===== src/rtl/mem_stage.sv =====
`default_nettype none
// +----------------------------------------------------------------------------+
// | Module      : mem_stage                                                    |
// | Description : Pipeline memory stage; issues loads/stores to a memory       |
// |               controller, extends load data, and stalls the pipe meanwhile.|
// | Revision    : 1.0 - initial release                                        |
// +----------------------------------------------------------------------------+
module mem_stage (
    input  logic        clk,
    input  logic        rst,
    input  logic        rdy,
    input  logic [31:0] ex_rd_data,
    input  logic [4:0]  ex_rd_addr,
    input  logic        ex_rd_e,
    input  logic [3:0]  ex_mem_op,
    input  logic [31:0] ex_mem_addr,
    input  logic [31:0] ex_mem_wdata,
    input  logic        stall_hold,
    input  logic [31:0] mc_rdata,
    input  logic        mc_done,
    output logic        mc_req,
    output logic        mc_we,
    output logic [31:0] mc_addr,
    output logic [31:0] mc_wdata,
    output logic [1:0]  mc_len,
    output logic [31:0] mem_rd_data,
    output logic [4:0]  mem_rd_addr,
    output logic        mem_rd_e,
    output logic        stall_req
);

    localparam logic [1:0] c_ST_IDLE = 2'd0;
    localparam logic [1:0] c_ST_BUSY = 2'd1;
    localparam logic [1:0] c_ST_DONE = 2'd2;

    localparam logic [3:0] c_OP_LB  = 4'd1;
    localparam logic [3:0] c_OP_LH  = 4'd2;
    localparam logic [3:0] c_OP_LW  = 4'd3;
    localparam logic [3:0] c_OP_LBU = 4'd4;
    localparam logic [3:0] c_OP_LHU = 4'd5;
    localparam logic [3:0] c_OP_SB  = 4'd6;
    localparam logic [3:0] c_OP_SH  = 4'd7;
    localparam logic [3:0] c_OP_SW  = 4'd8;

    localparam logic [1:0] c_LEN_BYTE = 2'd0;
    localparam logic [1:0] c_LEN_HALF = 2'd1;
    localparam logic [1:0] c_LEN_WORD = 2'd3;

    logic [1:0]  r_state;
    logic [3:0]  r_op;
    logic        r_mc_req;
    logic        r_mc_we;
    logic [31:0] r_mc_addr;
    logic [31:0] r_mc_wdata;
    logic [1:0]  r_mc_len;
    logic [31:0] r_result;

    logic        w_is_mem;
    logic        w_is_load;
    logic        w_is_store;
    logic [1:0]  w_len;
    logic [31:0] w_load_val;

    always_comb begin
        w_is_mem   = (ex_mem_op >= c_OP_LB) && (ex_mem_op <= c_OP_SW);
        w_is_load  = (ex_mem_op >= c_OP_LB) && (ex_mem_op <= c_OP_LHU);
        w_is_store = (ex_mem_op >= c_OP_SB) && (ex_mem_op <= c_OP_SW);
        case (ex_mem_op)
            c_OP_LB, c_OP_LBU, c_OP_SB: w_len = c_LEN_BYTE;
            c_OP_LH, c_OP_LHU, c_OP_SH: w_len = c_LEN_HALF;
            default:                    w_len = c_LEN_WORD;
        endcase
    end

    // Extension keys off the op captured at issue, not the live pipeline input.
    always_comb begin
        case (r_op)
            c_OP_LB:  w_load_val = {{24{mc_rdata[7]}}, mc_rdata[7:0]};
            c_OP_LH:  w_load_val = {{16{mc_rdata[15]}}, mc_rdata[15:0]};
            c_OP_LBU: w_load_val = {24'd0, mc_rdata[7:0]};
            c_OP_LHU: w_load_val = {16'd0, mc_rdata[15:0]};
            default:  w_load_val = mc_rdata;
        endcase
    end

    always_ff @(posedge clk) begin
        if (rst) begin
            r_state    <= c_ST_IDLE;
            r_op       <= 4'd0;
            r_mc_req   <= 1'b0;
            r_mc_we    <= 1'b0;
            r_mc_addr  <= 32'd0;
            r_mc_wdata <= 32'd0;
            r_mc_len   <= 2'd0;
            r_result   <= 32'd0;
        end else if (rdy) begin
            case (r_state)
                c_ST_IDLE: begin
                    if (w_is_mem) begin
                        r_op       <= ex_mem_op;
                        r_mc_req   <= 1'b1;
                        r_mc_we    <= w_is_store;
                        r_mc_addr  <= ex_mem_addr;
                        r_mc_wdata <= ex_mem_wdata;
                        r_mc_len   <= w_len;
                        r_state    <= c_ST_BUSY;
                    end
                end
                c_ST_BUSY: begin
                    if (mc_done) begin
                        r_mc_req <= 1'b0;
                        if (r_op <= c_OP_LHU) begin
                            r_result <= w_load_val;
                        end
                        r_state <= c_ST_DONE;
                    end
                end
                c_ST_DONE: begin
                    if (!stall_hold) begin
                        r_state <= c_ST_IDLE;
                    end
                end
                default: r_state <= c_ST_IDLE;
            endcase
        end
    end

    assign mc_req      = r_mc_req;
    assign mc_we       = r_mc_we;
    assign mc_addr     = r_mc_addr;
    assign mc_wdata    = r_mc_wdata;
    assign mc_len      = r_mc_len;

    assign stall_req   = w_is_mem && (r_state != c_ST_DONE);
    assign mem_rd_addr = ex_rd_addr;
    assign mem_rd_data = w_is_load ? r_result : ex_rd_data;
    assign mem_rd_e    = stall_req ? 1'b0 : ex_rd_e;

endmodule
`default_nettype wire


===== config.mk =====
export PLATFORM = sky130hd
export DESIGN_NAME = mem_stage
export DESIGN_NICKNAME = d
export VERILOG_FILES = /design/src/rtl/mem_stage.sv
export SDC_FILE = /design/constraint.sdc
export NUM_CORES = 1
export LEC_CHECK = 0
export CORE_UTILIZATION = 42
export CTS_CLUSTER_DIAMETER = 120
export DETAILED_ROUTE_END_ITERATION = 7
export PLACE_DENSITY_LB_ADDON = 0.05
export RECOVER_POWER = 50
export SLEW_MARGIN = 40
export SYNTH_ARGS = -nofsm -noshare
export SYNTH_HDL_FRONTEND = slang
export SYNTH_SLANG_ARGS = --single-unit

===== constraint.sdc =====
create_clock -name clk -period 2.7 [get_ports clk]
set_input_delay 0.54 -clock clk [delete_from_list [all_inputs] [get_ports clk]]
set_output_delay 0.54 -clock clk [all_outputs]
set_load 0.02 [all_outputs]

==> results.json <==
{
  "use_met1_pct": 28.1,
  "path_clk_slew_ns": 0.09,
  "rows": 37,
  "start_util_pct": 43.1,
  "cpMaxStageDelayCell": "clkdlybuf4s50_1",
  "numCtsBuffers": 9,
  "critPathCaptureType": "output port",
  "crit_buf_inv": 4,
  "hold_viol_final": 0,
  "crit_chain": "clkdlybuf4s50_1, buf_6, nor2_4, clkbuf_16, mux2_2, clkdlybuf4s15_1",
  "endpoint": "mem_rd_data[28]",
  "p_per_area_nw_per_um2": 502,
  "intPower_w": 0.00259,
  "ios": 250,
  "num_vias": 4368,
  "finish.instance_area_sq_um": 7040,
  "required_ns": 2.16,
  "ant_nets": 0,
  "place_congestion": 0.840,
  "critical_path_peak_fanout": 7,
  "power.switching_w": 0.000948,
  "grt_pass1_vias": 4227,
  "final_cell_mix": "nand2_1 (164), clkdlybuf4s50_1 (132), dfxtp_1 (106)",
  "cts.path.max_buffers": 2,
  "r2r-end": "r_result[28]$_SDFFE_PP0P_",
  "whs_ns": 0.454,
  "finalCritPeriodShare_pct": 98.7,
  "r2r_start": "r_state[1]$_SDFFE_PP0P_",
  "regToRegSetupSlack_ns": 0.75,
  "grt_max_degree": 79,
  "synthesis.instances": 533,
  "die_x_um": 105,
  "cpPeakStageDelay_ns": 0.44,
  "synth_cell_type_count": 33,
  "final_common_cell": "nand2_1",
  "maxCapViolations": 0,
  "ys_ff_latch": 106,
  "use_met3_pct": 7.67,
  "crit_start": "ex_mem_op[3]",
  "fin_crit_ns": 2.67,
  "antennaDiodeCount": 0,
  "drc_errors": 0,
  "p_sw_share_pct": 26.8,
  "cts_tree": "yes",
  "async_reset_ff_share_pct": 0,
  "relSlewSlack_pct": 37.9,
  "fin_worst_skew_ns": 0.0114,
  "clkPwrFrac_pct": 29.2,
  "seqPwrFrac_pct": 47.5,
  "reg2reg_depth": 5,
  "syn_area_sq_um": 4430,
  "hp-class": "reg2reg",
  "grt.met2_usage_pct": 40.8,
  "cts_root_buffer": "clkbuf_8",
  "cts.sinks": 106,
  "syn_nets": 676,
  "antenna_found_initial": 0,
  "tightest_slew_ns": 0.931,
  "power_w": 0.00353,
  "rsz0062_at_grt": "yes",
  "core_region_area_sq_um": 10300,
  "dr.pass1.iters": 4,
  "wl_per_cell_um": 14.3,
  "drt_wl_total_um": 12900,
  "status": "finished clean",
  "cts_hold_buf": 0,
  "pwr-share-comb_pct": 23.2,
  "htree_levels": 3,
  "dieArea_sq_um": 11000,
  "ys.flop_type": "dfxtp_1",
  "yosysSeqAreaShare_pct": 47.9,
  "clock_latency_ns": 0.36,
  "setup_viol": 0,
  "clock.fmax_mhz": 375,
  "drtIter0Drc": 175,
  "io_buffers": 239,
  "synth_edf_count": 0,
  "grt_usage_pct": 23.4,
  "crit_cells": 6,
  "vdd_ir_drop_max_v": 0.000384,
  "p_leak_nw": 2.86,
  "postPlaceCellArea_sq_um": 6880,
  "worst_setup_path_start_kind": "primary input",
  "dp_hpwl_um": 9010,
  "viasPerCell": 4.86,
  "cp.arrival_ns": 2.13,
  "ys_warn_count": 0,
  "grt_pass1_wl_um": 20900,
  "grt-ovfl-total": 0,
  "final_nets": 902,
  "fp.dieH_um": 105,
  "crit_family": "buffers and inverters",
  "avgSynthCellArea_sq_um": 8.32,
  "slew_violations": 0,
  "busiest_layer": "met2",
  "crit_type": "in2out",
  "syn2layout_area_growth_pct": 58.8,
  "layout-drive-gt1-share_pct": 13.6
}
power groups by stage:
stage	Combinational, W	Clock (W)	Sequential [W]
6_report	0.000821	0.00103	0.00168
5_1_grt	0.000886	0.00112	0.00169
4_1_cts	0.000849	0.00106	0.00168
3_5_place_dp	0.000857	0	0.00172
3_3_place_gp	0.000842	0	0.00172
2_1_floorplan	0.000361	0	0.00178
metrics by stage:
step	TNS (ns)	worst slack (ns)	std cells	util, %
3_3_place_gp	-12.91	-0.417	877	66.9
5_1_grt	-0.0597	-0.0261	899	68.5
6_report	0	0.0343	899	68.5
3_5_place_dp	-13.72	-0.437	877	66.9
4_1_cts	0	0.00421	895	68.8
2_1_floorplan	0	0.368	533	-
tightest hold or removal path, delay by kind of cell (launching register included):
kind	cells	cell delay, ns
AOI/OAI and AO/OA	1	0.05
and+or+nand+nor	1	0.05
DFF	1	0.32
repair_timing:
| action | CTS | global route |
|---|---|---|
| cloned | 2 | 1 |
| pin swaps | 1 | 0 |
| setup buffers | 1 | 3 |
| resized for setup | 109 | 20 |
| hold endpoints to repair | 0 | 0 |
| setup endpoints to repair | 34 | 25 |
cell type report:
class	count	area, sq um
clock buffer	11	131
clock inverter	4	77.6
fill	897	3230
inverter	2	7.51
multi-input combinational	376	2010
sequential	106	2120
tap	136	170
timing repair buffer	264	2530
routing by layer:
layer / up-vias / wire length [um]
met5: - / 0
met4: 0 / 118
met3: 11 / 1000
met2: 144 / 6240
met1: 2003 / 5510
li1: 2210 / -
state kept, by name, summed over array words and instances, names as in the netlist:
register	count
r_op	4
mc_req	1
mc_we	1
r_result	32
mc_wdata	32
mc_addr	32
r_state	2
mc_len	2
cell families (layout without fill, tap and decap cells):
family	count (synthesis)	count (layout)	synth area share, %
XOR/XNOR	3	3	0.593
buffers and inverters	51	281	7.00
multiplexers	41	41	10.2
AND/OR/NAND/NOR	222	222	20.0
flip-flops	106	106	47.9
AO/OA/AOI/OAI	110	110	14.4
how the worst min path moves through the flow:
stage / start / to / slack, ns / cells after the start
6_report: mc_wdata[13]$_SDFFE_PP0P_ / mc_wdata[13]$_SDFFE_PP0P_ / 0.45 / 2
5_1_grt: mc_addr[22]$_SDFFE_PP0P_ / mc_addr[22]$_SDFFE_PP0P_ / 0.47 / 2
4_1_cts: mc_wdata[24]$_SDFFE_PP0P_ / mc_wdata[24]$_SDFFE_PP0P_ / 0.46 / 2
3_5_place_dp: mc_wdata[24]$_SDFFE_PP0P_ / mc_wdata[24]$_SDFFE_PP0P_ / 0.45 / 2
3_3_place_gp: mc_wdata[10]$_SDFFE_PP0P_ / mc_wdata[10]$_SDFFE_PP0P_ / 0.44 / 2
2_1_floorplan: r_result[0]$_SDFFE_PP0P_ / r_result[0]$_SDFFE_PP0P_ / 0.45 / 2
cells in the mapped netlist (all sizes together), types with 3 or more instances:
| library cell | n | area (sq um) |
|---|---|---|
| nand2 | 165 | 619 |
| dfxtp | 106 | 2120 |
| a21oi | 73 | 365 |
| nor2 | 39 | 146 |
| buf | 34 | 246 |
| mux2 | 32 | 360 |
| a211oi | 25 | 200 |
| clkbuf | 15 | 56.3 |
| mux2i | 9 | 90.1 |
| o21ai | 9 | 45.0 |
| and3 | 3 | 18.8 |
| nor3 | 3 | 15.0 |
Note: power is estimated with default switching activity, not from simulation.
